`src/rtl/preg_pkg.sv`:
```
// Shared types for the two-entry pipeline register.
// State encoding and occupancy helper.
package preg_pkg;

  typedef enum logic [1:0] {
    EMPTY = 2'd0,
    ONE   = 2'd1,
    TWO   = 2'd2
  } state_e;

  function automatic logic [1:0] occupancy(input state_e s);
    return (s == TWO) ? 2'd2 :
           (s == ONE) ? 2'd1 : 2'd0;
  endfunction

endpackage

```
`src/rtl/preg_skid.sv`:
```
// Two-entry pipeline register with skid buffer,
// synchronous flush and saturating drop counter.
module preg_skid
  import preg_pkg::*;
#(
  parameter int DATA_WIDTH = 64,
  parameter int CNT_WIDTH  = 16,
  parameter int FLUSH_ZERO = 1
) (
  input  logic                  i_clk,
  input  logic                  i_arst,
  input  logic                  i_flush,
  input  logic                  i_valid,
  output logic                  o_ready,
  input  logic [DATA_WIDTH-1:0] i_data,
  output logic                  o_valid,
  input  logic                  i_ready,
  output logic [DATA_WIDTH-1:0] o_data,
  output logic                  o_full,
  output logic [CNT_WIDTH-1:0]  o_drop_cnt
);

  localparam int SW = CNT_WIDTH + 2;

  state_e                state_q;
  state_e                state_d;
  logic [DATA_WIDTH-1:0] main_q;
  logic [DATA_WIDTH-1:0] skid_q;
  logic                  vld_q;
  logic [CNT_WIDTH-1:0]  cnt_q;
  logic [CNT_WIDTH-1:0]  cnt_d;
  logic [SW-1:0]         sum;
  logic                  accept;
  logic                  send;
  logic                  ld_main;
  logic                  ld_skid;
  logic                  mv_skid;

  assign o_ready    = (state_q != TWO);
  assign o_full     = (state_q == TWO);
  assign o_valid    = vld_q;
  assign o_data     = main_q;
  assign o_drop_cnt = cnt_q;

  assign accept = i_valid & o_ready;
  assign send   = vld_q & i_ready;

  // Widened sum so a +2 can never wrap before saturating.
  assign sum   = SW'(cnt_q) + SW'(occupancy(state_q));
  assign cnt_d = (|sum[SW-1:CNT_WIDTH]) ? '1
               : sum[CNT_WIDTH-1:0];

  always_comb begin
    state_d = state_q;
    ld_main = 1'b0;
    ld_skid = 1'b0;
    mv_skid = 1'b0;
    if (i_flush) begin
      state_d = EMPTY;
    end else begin
      unique case (1'b1)
        (state_q == EMPTY): begin
          if (accept) begin
            ld_main = 1'b1;
            state_d = ONE;
          end
        end
        (state_q == ONE): begin
          if (accept && send) begin
            ld_main = 1'b1;
          end else if (accept) begin
            ld_skid = 1'b1;
            state_d = TWO;
          end else if (send) begin
            state_d = EMPTY;
          end
        end
        (state_q == TWO): begin
          if (send) begin
            mv_skid = 1'b1;
            state_d = ONE;
          end
        end
        default: state_d = EMPTY;
      endcase
    end
  end

  always_ff @(posedge i_clk or posedge i_arst) begin
    if (i_arst) begin
      state_q <= EMPTY;
      vld_q   <= 1'b0;
      main_q  <= '0;
      skid_q  <= '0;
      cnt_q   <= '0;
    end else begin
      state_q <= state_d;
      vld_q   <= (state_d != EMPTY);
      if (i_flush) begin
        cnt_q <= cnt_d;
        if (FLUSH_ZERO != 0) begin
          main_q <= '0;
          skid_q <= '0;
        end
      end else begin
        if (ld_main) begin
          main_q <= i_data;
        end else if (mv_skid) begin
          main_q <= skid_q;
        end
        if (ld_skid) begin
          skid_q <= i_data;
        end
      end
    end
  end

endmodule

```
`config.mk`:
```
export PLATFORM = sky130hd
export DESIGN_NAME = preg_skid
export DESIGN_NICKNAME = d
export VERILOG_FILES = /design/src/rtl/preg_pkg.sv /design/src/rtl/preg_skid.sv
export SDC_FILE = /design/constraint.sdc
export NUM_CORES = 1
export LEC_CHECK = 0
export ABC_AREA = 1
export CAP_MARGIN = 20
export CELL_PAD_IN_SITES_DETAIL_PLACEMENT = 1
export CELL_PAD_IN_SITES_GLOBAL_PLACEMENT = 1
export CORE_ASPECT_RATIO = 2
export CORE_MARGIN = 2
export CORE_UTILIZATION = 40
export CTS_CLUSTER_SIZE = 28
export DETAILED_ROUTE_END_ITERATION = 8
export PLACE_DENSITY_LB_ADDON = 0.1
export SYNTH_ARGS = -nofsm -noshare
export SYNTH_HDL_FRONTEND = slang
export SYNTH_SLANG_ARGS = --single-unit
```
`constraint.sdc`:
```
create_clock -name i_clk -period 12.08 [get_ports i_clk]
set_clock_uncertainty 0.05 [all_clocks]
set_input_delay 2.416 -clock i_clk [delete_from_list [all_inputs] [get_ports i_clk]]
set_output_delay 2.416 -clock i_clk [all_outputs]
set_load 0.005 [all_outputs]
```
# Word level (Yosys, flattened, before mapping)
# Index checks and enable logic that the tools add are counted.
[totals] ff_bits=147 output_inout_bits=83 elab_cells=42
[classes] add_sub_neg=1 eq_ne=3 mux=25 n_bitwise=2 n_reduce_logical=6
[op_table] cell="2-to-1 mux 64 bit" count=5
[op_table] cell="adder 16 x 2 -> 17 bit" count=1
[op_table] cell="2-to-1 mux 16 bit" count=1
[op_table] cell="2-to-1 mux 2 bit" count=7
[op_table] cell="2-to-1 mux 1 bit" count=10
[op_table] cell="one-hot mux 2 bit (3 select lines)" count=1
[op_table] cell="nonzero test 2 bit" count=2
[op_table] cell="nonzero test 3 bit" count=1
[op_table] cell="AND 1 bit" count=2
[op_table] cell="equality test 2 x 1 -> 1 bit (second input constant)" count=1
[op_table] cell="equality test 2 bit (second input constant)" count=1
[op_table] cell="logical NOT 2 bit" count=1
[op_table] cell="inequality test 2 bit (second input constant)" count=1
[op_table] cell="one-hot mux 1 bit (2 select lines)" count=1
[op_table] cell="OR reduction 2 bit" count=1
[op_table] cell="logical AND 1 bit" count=1

# Logic depth before layout (Yosys ltp)
[depth] ltp_word=8 depth_mapped=15 depth_no_buf=15

# Least setup slack after synthesis
# OpenSTA, ideal clock, no wires.
[synth_path] path_type="input port to flip-flop" startpoint="input i_ready" endpoint="register main_q[18], in the netlist o_data[18]" setup_time_ns=0.123 arrival_time_ns=3.359 required_ns=11.907 setup_slack_ns=8.548 stages=9 n_path_buf=1 cell_sequence="nand2_1 nand2_1 nand2_2 nand2_4 nor2_4 inv_4 nand2_4 buf_2 o21ai_1"
[synth_via] elab_chain_cells=7 word_cells_on_any_way=11 classes_between="8 x mux; 1 x bitwise; 2 x reduce/logical"
[synth_lines] item="start, declared" line_no="preg_skid.sv:17" source="input logic i_ready,"
[synth_lines] item="AND 1 bit (*)" line_no="preg_skid.sv:46" source="assign send = vld_q & i_ready;"
[synth_lines] item="logical AND 1 bit" line_no="preg_skid.sv:69" source="if (accept && send) begin"
[synth_lines] item="2-to-1 mux 1 bit" line_no="preg_skid.sv:69"
[synth_lines] item="one-hot mux 1 bit (2 select lines)" line_no="preg_skid.sv:61" source="unique case (1'b1)"
[synth_lines] item="2-to-1 mux 1 bit" line_no="preg_skid.sv:58" source="if (i_flush) begin"
[synth_lines] item="2-to-1 mux 64 bit" line_no="preg_skid.sv:106" source="if (ld_main) begin"
[synth_lines] item="2-to-1 mux 64 bit" line_no="preg_skid.sv:99" source="if (i_flush) begin"
[synth_lines] item="end signal, assigned" line_no="preg_skid.sv:107" source="main_q <= i_data;"
[synth_lines] item="end signal, assigned" line_no="preg_skid.sv:109" source="main_q <= skid_q;"
[synth_lines] item="end, declared" line_no="preg_skid.sv:27" source="logic [DATA_WIDTH-1:0] main_q;"
# Mark *: on every way between the ends. The rest lies on a longest branch, timed or not.
# A chain may end at the register's enable or synchronous reset.

# Worst setup path in the final report
[layout_path] startpoint="input i_flush" endpoint="register skid_q[17]"
[layout_via] elab_chain_cells=2 word_cells_on_any_way=3 classes_between="2 x mux; 1 x reduce/logical"
[layout_lines] item="start, declared" line_no="preg_skid.sv:12" source="input logic i_flush,"
[layout_lines] item="2-to-1 mux 1 bit" line_no="preg_skid.sv:58"
[layout_lines] item="nonzero test 2 bit (no source line)"
[layout_lines] item="end signal, assigned" line_no="preg_skid.sv:112" source="skid_q <= i_data;"
[layout_lines] item="end, declared" line_no="preg_skid.sv:28" source="logic [DATA_WIDTH-1:0] skid_q;"
# Several ways; a longest one is shown, not always the timed one.

==> flow_summary.yaml <==
run_status:
  run_status: "complete, no violations"
job:
  drv_cap: 0
floorplanning:
  die_w_um: 94.04
  ios: 152
  die-area_um2: 17310
  core_area_um2: 15860
  start_util_pct: 40.89
  chipHeight_um: 184.1
  rows: 65
finish:
  finalCoreUtilization_pct: 55.09
  fillers: 1875
  nets: 942
  diodes: 0
  drive_gt1_share_pct: 5.882
  area_growth_pct: 34.73
  stdcell_area_um2: 8737
clocking:
  post-cts-setup-buffers: 0
  hold_buffers: 0
  clk_pin_slew_ps: 60
  clock_path_buffers: 2
  insertion_delay_ps: 420
  htree_levels: 4
  numCtsBuffers: 17
  clkSinkCount: 147
  cts_resized: 0
  cts_root_buf: "clkbuf_16"
  cts_tree: "done"
timing:
  worst_slew_pin_slew_ps: 1005
  hold_viol_final: 0
  totalNegativeSetupSlack_ps: 0
  final-setup-viol-count: 0
  timing.final.crit_share_pct: 41.81
  grt_setup_unrepaired: "false"
  relSlewSlack_pct: 32.76
  slew_viol_final: 0
  max_freq_ghz: 0.1980
  fin_crit_ps: 5050
placed_design:
  placed_area_um2: 8087
  gp_congestion: 0.7646
  place_hpwl_mm: 12.91
  io_buffers: 151
power_and_ir_drop:
  p_comb_share_pct: 16.1
  peakVddDrop_uv: 91.54
  p_leak_nw: 4.034
  power_report.internal_total_mw: 0.9511
  pwr-share-clk_pct: 41.2
  seq_power_share_pct: 42.6
  switching_share_pct: 27.71
  powerDensity_nw_per_um2: 150.6
  p_sw_mw: 0.3646
worst_setup_path:
  cp-start-kind: "primary input"
  critPathKind: "in -> reg"
  crit_fanout: 70
  setup.worst_path.end_class: "register"
  crit_required_ps: 12270
  critPathArrivalTime_ps: 5240
drt:
  antenna_left: 0
  drt_iter0_markers: 206
  wirelength_mm: 20.18
  routedWlPerCell_um: 18.60
  vias_per_cell: 5.370
  drc: 0
  vias: 5826
  firstDrtPassIters: 4
worst_hold_path:
  holdCritPathClass: "reg -> reg"
grt:
  antenna_found_initial: 0
  grt-ovfl-total: 0
  grt_pass1_vias: 6435
  grt_pass1_wl_mm: 32.27
  grt_use_total_pct: 23.80
  grt_max_degree: 100
logic_synthesis:
  syn_area_per_cell_um2: 8.775
  synthesis.area_um2: 6485
  synth_edf_count: 0
  synth_warnings: 0
  synth-seq-cells: 147
  synth_top_flop_cell: "dfrtp_1"
  yosys.area.top_type: "dfrtp_1"
  synthCells: 739
  ys_types: 30
  yosysSeqAreaShare_pct: 56.72
  synth.top_cell.area_share_pct: 56.72
  async_reset_ff_share_pct: 100.0
  yosys-top-cells-area: "dfrtp_1, nand3_1, o21ai_0, nand2_1, inv_1"
  synth_fp_nets: 810
[metrics by stage]
step	hold WS, ps	total power, mW	worst slack [ps]	std cells
after floorplan	426.3	0.6613	5663	739
after global placement	414.9	0.7695	5723	1051
after detailed placement	427.5	0.7789	5572	1051
after CTS	442.5	1.323	5996	1083
after global routing	475.0	1.374	6722	1085
final	438.1	1.316	7030	1085
[power by group through the flow]
| stage | clock network (mW) | logic [mW] | registers, mW |
|---|---|---|---|
| floorplan | 0 | 0.0975 | 0.564 |
| global placement | 0 | 0.202 | 0.567 |
| detailed placement | 0 | 0.209 | 0.570 |
| CTS | 0.551 | 0.211 | 0.561 |
| global route | 0.574 | 0.234 | 0.566 |
| finish | 0.543 | 0.212 | 0.561 |
[synthesized netlist by cell type, types with 2 or more instances]
library cell  count
dfrtp_1         147
nand2_1          94
inv_1            93
nand3_1          79
o21ai_0          71
nor2_1           49
o22ai_1          46
o21ai_1          42
a21oi_1          37
buf_2            24
clkbuf_1         11
buf_1             8
nand4_1           6
nand3b_1          4
nor3_1            4
xor2_1            4
nor2_4            3
ha_1              2
nand2_2           2
nand2_4           2
nor2_2            2
[routing by layer]
| layer | GRT usage (%) | wire (µm) | part of all wire (%) |
|---|---|---|---|
| met5 | 0 | 0 | 0 |
| met4 | 7.942 | 389 | 1.9 |
| met3 | 3.977 | 556 | 2.8 |
| met2 | 45.91 | 11410 | 57 |
| met1 | 25.42 | 7827 | 39 |
[worst paths after layout]
kind                                              from                     end  slack (ps)  depth (start not counted)
worst max-delay path                           i_flush  skid_q[17]$_DFFE_PP0P_        7030                          6
worst min-delay path            o_data[59]$_DFFE_PP0P_  o_data[59]$_DFFE_PP0P_         440                          2
worst max register to register       o_valid$_DFF_PP0_  skid_q[17]$_DFFE_PP0P_        9130                          7
worst min register to register  o_data[59]$_DFFE_PP0P_  o_data[59]$_DFFE_PP0P_         440                          2
max in group asynchronous                       i_arst  o_data[54]$_DFFE_PP0P_        8240                          3
min in group asynchronous                       i_arst  o_data[14]$_DFFE_PP0P_        2530                          2
[layout by cell type (no fill, tap or decap), types with 6 or more instances in the layout]
master and count:
dfrtp_1 147, inv_1 92, nor2_1 49, nand2_1 93, clkdlybuf4s50_1 151, clkbuf_16 17
o22ai_1 46, o21ai_1 42, a21oi_1 37, nand4_1 6, nand3_1 79, o21ai_0 71
[registers in the layout (all words and copies together), names as in the netlist]
name and flops:
skid_q 64, o_drop_cnt 16, state_q 2, o_valid 1
o_data 64
[worst max-delay path, stage by stage]
cell and delay, ps:
clkdlybuf4s50_1 710, inv_2 210, buf_4 670, nand2_1 820
nand3_1 260, o21ai_0 130
[area by class of cell]
cell class | count | area (µm²) | share of cell area [%]
Multi-Input combinational cell | 453 | 2251 | 25.76
Clock buffer | 20 | 456.7 | 5.227
Sequential cell | 147 | 3679 | 42.10
Timing Repair Buffer | 157 | 1589 | 18.19
Clock inverter | 12 | 146.4 | 1.675
Inverter | 95 | 364.1 | 4.167
Tap cell | 201 | 251.5 | 2.878
[kinds of logic after synthesis]
logic type / after synthesis / synth area share (%)
AOI/OAI and AO/OA: 198 / 16.25
xor gates and xnor gates: 5 / 0.6753
adders and majority gates: 2 / 0.3858
buffers and inverters: 139 / 8.605
DFF: 147 / 56.72
and+or+nand+nor: 248 / 17.36
(Power assumes the default switching activity.)
